$ cat src/rtl/img_sram_arbiter_if.sv
// SRAM control type and the requester/SRAM bundle shared by img_sram_arbiter and its users.
// The slave modport is the arbiter's view; the master modport is the requester and SRAM side.
package img_sram_pkg;

  typedef struct packed {
    logic [7:0] din;
    logic [5:0] row;
    logic [5:0] col;
    logic       write_en;
    logic       sense_en;
  } img_sram_ctrl_t;

  // Idle SRAM command: sense amps on, no write, address 0.
  localparam img_sram_ctrl_t SRAM_HOLD = '{din: 8'h00, row: 6'd0, col: 6'd0,
                                           write_en: 1'b0, sense_en: 1'b1};

endpackage

interface img_sram_arbiter_if #(
  parameter int NREQ = 3
);
  localparam int OW = (NREQ > 1) ? $clog2(NREQ) : 1;

  logic [NREQ-1:0]                       req;
  logic [NREQ-1:0]                       lock;
  img_sram_pkg::img_sram_ctrl_t [NREQ-1:0] req_ctrl;
  logic [NREQ-1:0]                       gnt;
  logic [NREQ-1:0]                       rvalid;
  logic [7:0]                            rdata;
  img_sram_pkg::img_sram_ctrl_t          sram_ctrl;
  logic [7:0]                            sram_dout;
  logic [OW-1:0]                         owner;
  logic                                  busy;

  modport slave (
    input  req, lock, req_ctrl, sram_dout,
    output gnt, rvalid, rdata, sram_ctrl, owner, busy
  );

  modport master (
    output req, lock, req_ctrl, sram_dout,
    input  gnt, rvalid, rdata, sram_ctrl, owner, busy
  );

endinterface

$ cat src/rtl/img_sram_arbiter.sv
// Round-robin arbiter sharing one img_sram port between NREQ requesters, with locked bursts bounded
// by MAX_BURST and a registered 1-cycle read-valid. Optional counters under IMG_SRAM_ARB_STATS_EN.
module img_sram_arbiter
  import img_sram_pkg::*;
#(
  parameter int NREQ      = 3,
  parameter int MAX_BURST = 64
) (
  input  logic                  clk,
  input  logic                  rst,
  img_sram_arbiter_if.slave     bus
`ifdef IMG_SRAM_ARB_STATS_EN
  ,
  input  logic                  stats_clr,
  output logic [NREQ-1:0][15:0] gnt_cnt,
  output logic [15:0]           stall_cnt
`endif
);

  localparam int OW = $clog2(NREQ);

  typedef enum logic {
    ST_IDLE  = 1'b0,
    ST_OWNED = 1'b1
  } state_e;

  state_e          state_q, state_d;
  logic [NREQ-1:0] gnt_q, gnt_d;
  logic [NREQ-1:0] rvalid_q, rvalid_d;
  logic [OW-1:0]   owner_q, owner_d;
  logic [OW-1:0]   ptr_q, ptr_d;
  logic [7:0]      burst_q, burst_d;

  logic            win_found;
  logic [OW-1:0]   win_idx;
  logic            own_req;
  logic            own_lock;
  logic            others_pending;
  logic            burst_hit;
  logic            release_own;
  logic            access;

  function automatic logic [OW-1:0] wrap_idx(input int v);
    return OW'(v % NREQ);
  endfunction

  // First requester at or above the rr pointer, wrapping modulo NREQ.
  always_comb begin
    win_found = 1'b0;
    win_idx   = '0;
    for (int k = 0; k < NREQ; k++) begin
      if (!win_found && bus.req[wrap_idx(int'(ptr_q) + k)]) begin
        win_found = 1'b1;
        win_idx   = wrap_idx(int'(ptr_q) + k);
      end
    end
  end

  assign own_req        = bus.req[owner_q];
  assign own_lock       = bus.lock[owner_q];
  assign others_pending = |(bus.req & ~gnt_q);
  assign burst_hit      = ({1'b0, burst_q} + 9'd1) >= 9'(MAX_BURST);
  assign access         = (state_q == ST_OWNED) && own_req;
  assign release_own    = (state_q == ST_OWNED) &&
                          (!own_req || !own_lock || (burst_hit && others_pending));

  always_ff @(posedge clk or posedge rst) begin
    if (rst) begin
      state_q  <= ST_IDLE;
      gnt_q    <= '0;
      rvalid_q <= '0;
      owner_q  <= '0;
      ptr_q    <= '0;
      burst_q  <= '0;
    end else begin
      state_q  <= state_d;
      gnt_q    <= gnt_d;
      rvalid_q <= rvalid_d;
      owner_q  <= owner_d;
      ptr_q    <= ptr_d;
      burst_q  <= burst_d;
    end
  end

  always_comb begin
    state_d  = state_q;
    gnt_d    = gnt_q;
    owner_d  = owner_q;
    ptr_d    = ptr_q;
    burst_d  = burst_q;
    rvalid_d = '0;

    if (access && !bus.req_ctrl[owner_q].write_en) begin
      rvalid_d = gnt_q;
    end

    // A releasing owner hands over on the same edge, so no dead cycle between owners.
    if (state_q == ST_IDLE || release_own) begin
      if (win_found) begin
        state_d = ST_OWNED;
        gnt_d   = '0;
        gnt_d[win_idx] = 1'b1;
        owner_d = win_idx;
        ptr_d   = wrap_idx(int'(win_idx) + 1);
        burst_d = '0;
      end else begin
        state_d = ST_IDLE;
        gnt_d   = '0;
        burst_d = '0;
      end
    end else if (burst_q < 8'(MAX_BURST)) begin
      burst_d = burst_q + 8'd1;
    end
  end

  always_comb begin
    bus.sram_ctrl = SRAM_HOLD;
    if (access) begin
      bus.sram_ctrl = bus.req_ctrl[owner_q];
    end
    bus.gnt    = gnt_q;
    bus.rvalid = rvalid_q;
    bus.rdata  = bus.sram_dout;
    bus.owner  = owner_q;
    bus.busy   = (state_q == ST_OWNED);
  end

`ifdef IMG_SRAM_ARB_STATS_EN
  logic [NREQ-1:0][15:0] gnt_cnt_q, gnt_cnt_d;
  logic [15:0]           stall_cnt_q, stall_cnt_d;

  always_ff @(posedge clk or posedge rst) begin
    if (rst) begin
      gnt_cnt_q   <= '0;
      stall_cnt_q <= '0;
    end else begin
      gnt_cnt_q   <= gnt_cnt_d;
      stall_cnt_q <= stall_cnt_d;
    end
  end

  always_comb begin
    gnt_cnt_d   = gnt_cnt_q;
    stall_cnt_d = stall_cnt_q;
    if (stats_clr) begin
      gnt_cnt_d   = '0;
      stall_cnt_d = '0;
    end else begin
      for (int i = 0; i < NREQ; i++) begin
        if (gnt_q[i] && bus.req[i] && gnt_cnt_q[i] != 16'hFFFF) begin
          gnt_cnt_d[i] = gnt_cnt_q[i] + 16'd1;
        end
      end
      if (others_pending && stall_cnt_q != 16'hFFFF) begin
        stall_cnt_d = stall_cnt_q + 16'd1;
      end
    end
  end

  assign gnt_cnt   = gnt_cnt_q;
  assign stall_cnt = stall_cnt_q;
`endif

endmodule

$ cat src/flat_wrapper.sv
// flat-port wrapper written by rule: the top's interface ports become plain ports
module img_sram_arbiter_flat import img_sram_pkg::*;
#(
  parameter int NREQ      = 3,
  parameter int MAX_BURST = 64
)
  (clk, rst, bus_req, bus_lock, bus_req_ctrl, bus_sram_dout, bus_gnt, bus_rvalid, bus_rdata, bus_sram_ctrl, bus_owner, bus_busy);
  img_sram_arbiter_if #(.NREQ(NREQ)) bus_i ();
  input  logic clk;
  input  logic rst;
  input wire logic [$bits(bus_i.req)-1:0] bus_req;
  input wire logic [$bits(bus_i.lock)-1:0] bus_lock;
  input wire logic [$bits(bus_i.req_ctrl)-1:0] bus_req_ctrl;
  input wire logic [$bits(bus_i.sram_dout)-1:0] bus_sram_dout;
  output wire logic [$bits(bus_i.gnt)-1:0] bus_gnt;
  output wire logic [$bits(bus_i.rvalid)-1:0] bus_rvalid;
  output wire logic [$bits(bus_i.rdata)-1:0] bus_rdata;
  output wire logic [$bits(bus_i.sram_ctrl)-1:0] bus_sram_ctrl;
  output wire logic [$bits(bus_i.owner)-1:0] bus_owner;
  output wire logic [$bits(bus_i.busy)-1:0] bus_busy;
  assign bus_i.req = bus_req;
  assign bus_i.lock = bus_lock;
  assign bus_i.req_ctrl = bus_req_ctrl;
  assign bus_i.sram_dout = bus_sram_dout;
  assign bus_gnt = bus_i.gnt;
  assign bus_rvalid = bus_i.rvalid;
  assign bus_rdata = bus_i.rdata;
  assign bus_sram_ctrl = bus_i.sram_ctrl;
  assign bus_owner = bus_i.owner;
  assign bus_busy = bus_i.busy;
  img_sram_arbiter #(.NREQ(NREQ), .MAX_BURST(MAX_BURST)) u_core (.clk(clk), .rst(rst), .bus(bus_i));
endmodule
$ cat config.mk
export PLATFORM = sky130hd
export DESIGN_NAME = img_sram_arbiter_flat
export DESIGN_NICKNAME = d
export VERILOG_FILES = /design/src/rtl/img_sram_arbiter_if.sv /design/src/rtl/img_sram_arbiter.sv /design/src/flat_wrapper.sv
export SDC_FILE = /design/constraint.sdc
export NUM_CORES = 1
export LEC_CHECK = 0
export CORE_MARGIN = 2
export CORE_UTILIZATION = 37
export CTS_BUF_LIST = sky130_fd_sc_hd__clkbuf_8
export DETAILED_ROUTE_END_ITERATION = 16
export PLACE_DENSITY = 0.84
export SLEW_MARGIN = 20
export SYNTH_ARGS = -nofsm -noshare
export SYNTH_HDL_FRONTEND = slang
export SYNTH_SLANG_ARGS = --single-unit
$ cat constraint.sdc
create_clock -name clk -period 2.46 [get_ports clk]
set_input_delay 0.246 -clock clk [delete_from_list [all_inputs] [get_ports clk]]
set_output_delay 0.246 -clock clk [all_outputs]
set_load 0.02 [all_outputs]
=== Yosys cells after proc, flatten, opt, wreduce, memory -nomap -nowiden ===
Index checks and enable logic that the tools add are counted.

* $lt $le $gt $ge: 8
* Add/sub/neg operators: 5
* Reductions and logical operators: 18
* Divide/modulo/power cells: 4
* Bitwise logic cells: 3
* Muxes and demuxes: 26

{| class="wikitable"
|+ Operators with widths
! kind !! count
|-
| remainder unit 32 x 3 -> 32 bit (second input constant) || 3
|-
| binary-select mux 22 bit (select 2 bit) || 1
|-
| 2-to-1 mux 22 bit || 2
|-
| remainder unit 3 x 3 -> 32 bit (second input constant) || 1
|-
| 2-to-1 mux 8 bit || 2
|-
| less-than comparator 2 x 3 -> 1 bit (second input constant) || 5
|-
| binary-select mux 1 bit (select 2 bit) || 5
|-
| 2-to-1 mux 1 bit || 10
|-
| adder 8 x 1 -> 9 bit (second input constant) || 1
|-
| >= comparator 9 x 7 -> 1 bit (second input constant) || 1
|-
| adder 8 x 1 -> 8 bit (second input constant) || 1
|-
| less-than comparator 8 x 7 -> 1 bit (second input constant) || 1
|-
| logical AND 1 bit || 7
|-
| adder 2 x 1 -> 3 bit (second input constant) || 2
|-
| 2-to-1 mux 2 bit || 3
|-
| 2-to-1 mux 3 bit || 2
|-
| logical NOT 1 bit || 5
|-
| adder 2 x 2 -> 3 bit (second input constant) || 1
|-
| AND 3 bit || 1
|-
| logical OR 1 bit || 3
|-
| NOT 3 bit || 1
|-
| OR reduction 3 bit || 1
|-
| demux 1 bit (select 2 bit) || 1
|-
| >= comparator 2 x 1 -> 1 bit (second input constant) || 1
|-
| 3 further kinds || 3
|}

* Register bits: 19
* Bits of input ports: 82

=== Depth between registers and ports, before layout ===
* Word-level depth: 15
* Mapped depth: 10

=== Worst setup path after synthesis ===
OpenSTA, ideal clock, no wires.

* Path kind: register to register
* From: reg u_core.ptr_q[0]
* To: reg u_core.owner_q[1], in the netlist u_core.bus.owner[1]
* Data required time: 2.335 ns
* Slack: 0.427 ns
* Library setup time: 0.125 ns
* Buffers on the path: 0
* Arrival time: 1.908 ns
* Cell stages (with the launch flop): 7
* Cell sequence: dfrtp_1 ha_1 a22o_1 a211o_1 a221o_1 o21ai_4 mux2_4

* Longest elaborated chain between the ends: 11
* Elaborated cells between the ends (all ways): 22

{| class="wikitable"
|+ RTL lines
! what !! RTL line !! RTL
|-
| start: declaration || img_sram_arbiter.sv:31 || <nowiki>logic [OW-1:0] ptr_q, ptr_d;</nowiki>
|-
| start signal: assignment || img_sram_arbiter.sv:80 || <nowiki>ptr_q <= ptr_d;</nowiki>
|-
| branches (longest 11 deep; another with remainder unit 32 x 3 -> 32 bit) || -- ||
|-
| end signal: assignment || img_sram_arbiter.sv:79 || <nowiki>owner_q <= owner_d;</nowiki>
|-
| end: declaration || img_sram_arbiter.sv:30 || <nowiki>logic [OW-1:0] owner_q, owner_d;</nowiki>
|}

Several ways; the timed one is not identified. The select of a mux whose other input is x is not followed.
A chain may end at the register's enable or synchronous reset.

=== Worst setup path after layout ===
* From: reg u_core.owner_q[0], in the netlist u_core.bus.owner[0]
* To: out bus_sram_ctrl[4]

* Longest elaborated chain between the ends: 4
* Elaborated cells between the ends (all ways): 6

{| class="wikitable"
|+ RTL lines
! what !! RTL line !! RTL
|-
| binary-select mux 1 bit (select 2 bit) || img_sram_arbiter.sv:59 || <nowiki>assign own_req = bus.req[owner_q];</nowiki>
|-
| 2-to-1 mux 1 bit (not written as such) || img_sram_arbiter.sv:59 ||
|-
| logical AND 1 bit || img_sram_arbiter.sv:63 || <nowiki>assign access = (state_q == ST_OWNED) && own_req;</nowiki>
|-
| 2-to-1 mux 22 bit * || img_sram_arbiter.sv:118 || <nowiki>if (access) begin</nowiki>
|-
| end: declaration || flat_wrapper.sv:18 || <nowiki>output wire logic [$bits(bus_i.sram_ctrl)-1:0] bus_sram_ctrl;</nowiki>
|}

Mark *: on every way between the ends. The rest lies on a longest branch, timed or not. The select of a mux whose other input is x is not followed.

==> flow_summary.yaml <==
outcome:
  status: "finished clean"
route:
  wl_per_cell_um: 14.71
  ant_nets: 0
  drc: 0
  firstDrtPassIters: 4
  drt_iter0_markers: 50
  routed_via_density: 5.122
  via_count: 1931
  routed_wl_um: 5544
place:
  dp_hpwl_um: 4426
  dpl-instance-area_sq_mm: 0.002833
  gp_congestion: 0.9012
  portBuffers: 104
min_path:
  hold_path_class: "input pin to asynchronous set/reset pin"
die:
  die_x_um: 72.81
  fp.dieH_um: 72.81
  initial_core_util_pct: 37.84
  core_area_sq_mm: 0.004629
  dieArea_sq_mm: 0.005301
  rows: 25
  top_level_ports: 121
global_routing:
  grt_pass1_wl_um: 8431
  grt.total_usage_pct: 20.11
  grt_max_degree: 22
  overflow: 0
  grt_antenna_before_repair: 0
  first_global_vias: 1773
clock_tree:
  cts.htree.levels: 1
  cts.clk_slew.worst_paths_ns: 0.07
  clk_path_buf_depth: 2
  cts_tree: "built"
  cts_made_buffers: 3
  clk_latency_ns: 0.25
  cts_hold_repair.buffers: 0
  clock_sinks: 19
  cts-root-buf: "clkbuf_8"
power:
  p_leak_nw: 1.420
  p_sw_mw: 1.196
  swShare_pct: 45.76
  peakVddDrop_mv: 0.4711
  p_comb_share_pct: 74.9
  clock_power_share_pct: 7.9
  internal_power_mw: 1.417
  seq_power_share_pct: 17.2
  p_per_area_mw_per_mm2: 894.4
sta:
  hold_violations: 0
  period_share_pct: 94.74
  finalCriticalPeriod_ns: 2.331
  drv_slew: 0
  worst_slew_pin_slew_ns: 0.6890
  rsz0062_at_grt: "false"
  fin_tns_setup_ns: 0
  skew_ns: 0.003659
  slew_headroom_pct: 54.02
  setup_viol: 0
  timing.fmax_mhz: 429.1
setup_path:
  r2r-start: "u_core.ptr_q[1]$_DFFE_PP0P_"
  reg2regPathDepth: 10
  cpPeakStageDelay_ns: 0.62
  cp_num_buf_inv: 3
  ff2ff_setup_slack_ns: 0.21
  critical_path.cell_chain: "buf_4 > nor2b_1 > buf_6 > a21oi_1 > nor2_1 > clkdlybuf4s50_1"
  slowest_stage: "clkdlybuf4s50_1"
  crit_family: "buffers and inverters"
  startpoint_type: "flip-flop"
  cp_num_cells: 6
  required_ns: 2.21
  path_class: "flip-flop to output port"
  worstReg2RegEnd: "u_core.bus.gnt[0]$_DFFE_PP0P_"
  cp.arrival_ns: 2.08
  end_kind: "output port"
  worstPathMaxFanout: 16
final_layout:
  design_area_sq_mm: 0.002922
  area_growth_pct: 66.79
  multiInputGateArea_sq_mm: 0.001121
  layout.nets: 414
  fill_cells: 387
  drive_gt1_share_pct: 5.573
  ff_latch_area_sq_um: 475.5
  diodes: 0
yosys:
  synthArstFlopShare_pct: 100.0
  seq_area_frac_synth_pct: 27.14
  syn_inst: 223
  synth-edff-count: 0
  synth.top_cell.area_share_pct: 27.14
  yosysTopAreaCell: "dfrtp_1"
  synth_fp_nets: 313
  synthesis.area_sq_mm: 0.001752
  ys_seq_elements: 19
  synth.area.top_cells: "dfrtp_1, mux2i_1, nor2_1, a21oi_1, ha_1"
  yosysUniqueCellTypes: 38
  synth_flop_cell: "dfrtp_1"
  syn_avg_cell_area_sq_um: 7.855
  yosys_warnings: 0
job:
  drv_cap: 0
[cells in the final DEF, fill, tap and decap left out, drive strengths merged, types with 2 or more instances in the layout]
cell           count
nand3b             2
o22ai              2
clkbuf             3
inv               14
o211ai             4
ha                 8
a21o               2
nand3              3
o21ai              7
and3               5
buf               11
nor2              50
nand2              6
nand4              2
nand2b             6
nor2b              2
xor2               4
dfrtp             19
dlymetal6s2s      13
a21oi             26
clkdlybuf4s50     91
mux2i             29
[layout make-up]
type	instances	share of cell area (%)
inverter	13	1.670
timing repair buffer	115	39.83
sequential	19	16.27
clock buffer	3	1.413
clock inverter	1	0.1285
multi-input combinational	172	38.37
tap	54	2.313
[kinds of logic after synthesis]
| kind of cell | count (synthesis) | synth area share (%) |
|---|---|---|
| AOI/OAI and AO/OA | 50 | 17.71 |
| muxes | 30 | 17.43 |
| adders and majority gates | 8 | 5.715 |
| DFF | 19 | 27.14 |
| and+or+nand+nor | 79 | 20.43 |
| buffers and inverters | 32 | 9.071 |
| xor gates and xnor gates | 5 | 2.500 |
[per-layer routing]
metal | GRT usage, % | up-vias | share of wire, %
met2 | 33.33 | 79 | 48
met3 | 4.696 | 10 | 8.1
met5 | 0 | - | 0
li1 | - | 959 | -
met4 | 7.819 | 0 | 1.7
met1 | 25.32 | 883 | 42
[registers in the layout, summed over array words and instances (netlist names)]
name / flops
u_core.bus.busy: 1
u_core.burst_q: 8
u_core.ptr_q: 2
u_core.bus.owner: 2
u_core.bus.rvalid: 3
u_core.bus.gnt: 3
[repair_timing]
item / CTS / global route
resized for setup: 0 / 16
endpoints found under the setup margin: 0 / 21
buffers inserted: 0 / 0
[power by group through the flow]
| stage | clock network [mW] | registers [mW] | logic (mW) |
|---|---|---|---|
| 6_report | 0.206 | 0.450 | 1.96 |
| 3_3_place_gp | 0 | 0.456 | 1.92 |
| 4_1_cts | 0.214 | 0.451 | 1.96 |
| 5_1_grt | 0.224 | 0.462 | 2.14 |
| 2_1_floorplan | 0 | 0.478 | 1.21 |
| 3_5_place_dp | 0 | 0.456 | 1.95 |
[synthesized netlist by cell type, drive strengths merged, types with 2 or more instances]
cell	number
a21o	2
nand2b	6
dfrtp	19
o211ai	4
inv	13
xor2	4
nand3	3
nor2	50
nor2b	2
o22ai	2
nand3b	2
o21ai	7
clkbuf	6
nand4	2
mux2i	29
buf	13
a21oi	26
ha	8
nand2	6
and3	5
[how the worst max path moves through the flow]
stage                                     from                              end  slack [ns]
5_1_grt        u_core.bus.owner[0]$_DFFE_PP0P_                bus_sram_ctrl[18]       0.009
2_1_floorplan      u_core.ptr_q[0]$_DFFE_PP0P_  u_core.bus.owner[1]$_DFFE_PP0P_        0.43
3_3_place_gp                        bus_req[1]                 bus_sram_ctrl[7]        0.16
3_5_place_dp                        bus_req[1]                 bus_sram_ctrl[7]        0.16
6_report       u_core.bus.owner[0]$_DFFE_PP0P_                 bus_sram_ctrl[4]        0.13
4_1_cts        u_core.bus.owner[0]$_DFFE_PP0P_                bus_sram_ctrl[12]        0.06
[per-stage QoR]
| step | std cells | hold slack [ns] | utilization [%] | power, mW | setup WS [ns] |
|---|---|---|---|---|---|
| final | 377 | 0.3919 | 63.11 | 2.613 | 0.1294 |
| after global placement | 373 | 0.4922 | 61.19 | 2.380 | 0.1567 |
| after detailed placement | 373 | 0.4922 | 61.19 | 2.408 | 0.1625 |
| after floorplan | 223 | 0.1971 | - | 1.689 | 0.4272 |
| after global routing | 377 | 0.4848 | 63.11 | 2.824 | 0.008951 |
| after CTS | 377 | 0.4018 | 62.16 | 2.625 | 0.05668 |
(Power assumes the default switching activity.)
